<file path="src/rtl/rti_pkg.sv">
// Shared definitions for the RTI FIFO core and its consumers: the 128-bit
// entry layout (timestamp in the upper half, payload in the lower half)
// and the dispatcher state encoding.
package rti_pkg;

   typedef enum logic [1:0] {
      IDLE,
      READ,
      CAPTURE,
      WAIT
   } rti_disp_state_t;

   localparam int RTI_WIDTH = 128;
   localparam int TS_MSB    = 127;
   localparam int TS_LSB    = 64;
   localparam int DATA_MSB  = 63;
   localparam int DATA_LSB  = 0;

endpackage

</file>
<file path="src/rtl/rti_timed_dispatcher.sv">
// Timed dispatcher: pops one entry at a time from rti_core, parks it until
// the global counter equals its timestamp, then strobes the payload out.
// Entries whose timestamp has already passed when first compared are
// dropped and reported on late_error / late_error_data.
//
// FIFO handshake: read is a one-cycle pop request, raised only in READ,
// which is entered only after empty was sampled low. rti_core returns
// the entry one cycle later, which is the CAPTURE cycle.
module rti_timed_dispatcher
   import rti_pkg::*;
#(
   parameter int TS_WIDTH   = 64,
   parameter int DATA_WIDTH = 64
) (
   input  logic                  clk,
   input  logic                  reset,
   input  logic                  flush,
   input  logic [TS_WIDTH-1:0]   counter,
   input  logic                  empty,
   input  logic [RTI_WIDTH-1:0]  rti_in,
   output logic                  read,
   output logic [DATA_WIDTH-1:0] data_out,
   output logic                  data_valid,
   output logic                  late_error,
   output logic [RTI_WIDTH-1:0]  late_error_data,
   output logic                  busy
);

   rti_disp_state_t       state;
   logic [RTI_WIDTH-1:0]  entry_buf;
   logic [TS_WIDTH-1:0]   entry_ts;
   logic [DATA_WIDTH-1:0] entry_data;

   assign entry_ts   = entry_buf[TS_MSB -: TS_WIDTH];
   assign entry_data = entry_buf[DATA_LSB +: DATA_WIDTH];

   // Pop request and busy are decoded straight from the registered state,
   // so read is high for exactly the one READ cycle.
   assign read = (state == READ);
   assign busy = (state != IDLE);

   // Dispatch FSM with registered payload / error outputs; flush acts like
   // reset and overrides a fire or late drop due in the same cycle.
   always_ff @(posedge clk) begin
      if (reset || flush) begin
         state           <= IDLE;
         entry_buf       <= '0;
         data_out        <= '0;
         data_valid      <= 1'b0;
         late_error      <= 1'b0;
         late_error_data <= '0;
      end else begin
         data_valid <= 1'b0;
         late_error <= 1'b0;
         case (state)
            IDLE: begin
               if (!empty) state <= READ;
            end
            READ: begin
               state <= CAPTURE;
            end
            CAPTURE: begin
               entry_buf <= rti_in;
               state     <= WAIT;
            end
            WAIT: begin
               // Only the WAIT cycles compare; an entry whose time passed
               // during READ/CAPTURE is resolved on the first WAIT cycle.
               if (counter >= entry_ts) begin
                  if (counter == entry_ts) begin
                     data_out   <= entry_data;
                     data_valid <= 1'b1;
                  end else begin
                     late_error_data <= entry_buf;
                     late_error      <= 1'b1;
                  end
                  state <= empty ? IDLE : READ;
               end
            end
            default: state <= IDLE;
         endcase
      end
   end

endmodule

</file>
<file path="config.mk">
export PLATFORM = sky130hd
export DESIGN_NAME = rti_timed_dispatcher
export DESIGN_NICKNAME = d
export VERILOG_FILES = /design/src/rtl/rti_pkg.sv /design/src/rtl/rti_timed_dispatcher.sv
export SDC_FILE = /design/constraint.sdc
export NUM_CORES = 1
export LEC_CHECK = 0
export ABC_CLOCK_PERIOD_IN_PS = 3400
export CAP_MARGIN = 40
export CORE_AREA = 2 2 221 223
export CTS_CLUSTER_SIZE = 10
export DETAILED_ROUTE_END_ITERATION = 10
export DIE_AREA = 0 0 223 225
export PLACE_DENSITY = 0.56
export SETUP_SLACK_MARGIN = 0.02
export SLEW_MARGIN = 10
export SYNTH_ARGS = -nofsm -noshare
export SYNTH_HDL_FRONTEND = slang
export SYNTH_SLANG_ARGS = --single-unit
</file>
<file path="constraint.sdc">
create_clock -name clk -period 3.4 [get_ports clk]
set_input_delay 0.68 -clock clk [delete_from_list [all_inputs] [get_ports clk]]
set_output_delay 0.68 -clock clk [all_outputs]
set_load 0.02 [all_outputs]
</file>
==> metrics.yaml <==
run_status:
  status: "completed"
timing:
  hold_viol: 0
  clock-skew-final_ps: 14.5
  slew_headroom_pct: 47.2
  fmax_ghz: 0.332
  setup_tns_ps: 0
  post-route-period-util_pct: 88.7
  setup_violations: 0
  period_needed_ps: 3020
  worst_pin_slew_ps: 792
  setup_slack_ps: 384
  hold_ws_ps: 446
  drv_slew: 0
  rsz0062_at_grt: "false"
placement:
  io_buffers: 391
  placed_cell_area_mm2: 0.0189
  place_ws_ps: -110
  hpwl_mm: 30.8
  dp_cells: 2486
  gp_congestion: 0.834
floorplan:
  io_pins: 392
  die_w_um: 223
  die_area_mm2: 0.0502
  fp.dieH_um: 225
  core_area_mm2: 0.0475
  num_rows: 80
  initial_utilization_pct: 29.7
clock_tree:
  clock-sinks: 324
  hold_buffers: 0
  clockRootBuffer: "clkbuf_16"
  cts_max_path_buffers: 3
  clkLatencyLatePin_ps: 550
  cts_resized: 0
  cts_setup_buffers: 0
  cts_tree: "yes"
  h-tree-depth: 2
  clk_pin_slew_ps: 50
  cts_buffers: 40
synth:
  syn_area_per_cell_um2: 9.30
  synth_cell_types: 40
  synthesis.nets: 1785
  seq_area_frac_synth_pct: 45.9
  synth_edf_count: 0
  async_flop_share_pct: 0
  yosysTopAreaCellShare_pct: 45.9
  synth.most_common_cell: "dfxtp_1"
  yosys.area.top_type: "dfxtp_1"
  yosys_register_bits: 324
  synth.area.top_cells: "dfxtp_1 46%, mux2i_1 9.1%, nand2_1 7.3%"
  synthCells: 1520
  synthTopCellsByCount: "324 x dfxtp_1, 276 x nand2_1, 138 x nor2_1"
  synth_ff_type: "dfxtp_1"
  synth_area_mm2: 0.0141
  ys_warn_count: 0
flow_run:
  drv_cap: 0
worst_setup_path:
  r2r_start: "entry_buf[75]"
  path_max_fanout: 16
  r2r_end: "late_error_data[41]"
  required_ps: 3880
  crit_path_start: "counter[11]"
  r2r_cells: 11
  worst_setup_path_start_kind: "primary input"
  cp.arrival_ps: 3500
  crit_path_end_kind: "register"
  crit_path_end: "late_error_data[41]"
  path_class: "primary input to register"
  ff2ff_setup_slack_ps: 520
power:
  p_per_area_mw_per_mm2: 412
  cellLeakagePower_nw: 6.60
  total_power_mw: 8.29
  ir_worst_vdd_mv: 0.274
route:
  dr_total_vias: 11678
  drc: 0
  drt_iter0_drc: 454
  drtPass1Iterations: 4
  vias_per_cell: 4.58
  wl_per_cell_um: 16.8
  ant_nets: 0
  drt-total-wl_mm: 42.9
final_layout:
  final_cell_area_mm2: 0.0201
  final_cells: 2548
  final_layout_size_suffix_gt1_share_pct: 16.5
  nFillCells: 4637
  area_delta_synth_final_pct: 42.2
  nets: 2178
  postLayoutCoreUtil_pct: 42.3
global_route:
  antenna_found_initial: 3
  overflow: 0
  grt_max_degree: 141
  grt_pass1_wl_mm: 66.1
  grt_pass1_vias: 11708
  gr-usage-all-layers_pct: 16.8
min_path:
  hold_class: "register to register"
  min-delay-start: "late_error_data[80]"
report_power, final:
| part | internal [mW] | switching [mW] |
|---|---|---|
| clock | 2.31 | 1.61 |
| combinational | 0.306 | 0.251 |
| sequential | 3.81 | 0.00912 |
| total | 6.42 | 1.87 |
layout make-up:
cell class / count / area, µm² / share of cell area, %
tap: 615 / 769 / 3.83
timing repair buffer: 456 / 4640 / 23.1
sequential: 324 / 6490 / 32.3
clock buffer: 55 / 1140 / 5.66
inverter: 69 / 259 / 1.29
clock inverter: 4 / 27.5 / 0.137
multi-input combinational: 1022 / 6780 / 33.7
antenna: 3 / 7.51 / 0.0373
worst min path at each step:
stage / endpoint / slack (ps) / cells after the start
after global placement: late_error_data[90] / 440 / 2
after CTS: late_error_data[80] / 450 / 2
final: late_error_data[80] / 450 / 2
after global routing: late_error_data[98] / 470 / 2
after detailed placement: late_error_data[79] / 440 / 2
after floorplan: data_out[62] / 440 / 2
cells by family after synthesis:
| group | share of synthesized area, % |
|---|---|
| compound gates | 12.1 |
| fa+ha+maj | 6.11 |
| buf+inv | 6.39 |
| flops | 45.9 |
| mux | 9.13 |
| simple gates | 20.4 |
critical path, cell delays in order:
cell and delay, ps:
clkdlybuf4s50_1 400, ha_1 320, nand4_1 190, nor4_1 700, nand4_1 270, nand2_1 200
a211oi_4 70, buf_12 180, buf_4 190, buf_4 150, o21ai_2 120
sequential cells by signal, summed over array words and instances (netlist names):
register and cells:
data_out 64, entry_buf 128, late_error_data 128, data_valid 1
state 2, late_error 1
per-layer routing:
metal  part of all wire [%]  track usage [%]  vias to the layer above
met4                    2.9             6.17                        2
met3                    6.4             4.73                       79
met1                     43             20.4                     5455
met2                     48             28.3                      245
li1                       -                -                     5897
met5                  0.030                0                        -
cell usage in the layout, fill, tap and decap left out, types with 3 or more instances in the layout:
cell             count
nor2_1             136
o21ai_0              8
nand3_1             41
buf_12              19
a21oi_1             91
buf_4               46
a211oi_1             3
o21ai_1             32
diode_2              3
ha_1                68
nand3_2             92
o211ai_1             3
nor4_1               3
nor3_1               3
o21ai_2             98
dfxtp_1            324
mux2i_1            129
inv_1               69
clkbuf_16           41
clkbuf_1             8
nand4_1             15
clkdlybuf4s50_1    391
nand2_1            276
clkbuf_8             6
Note: power is estimated with default switching activity, not from simulation.
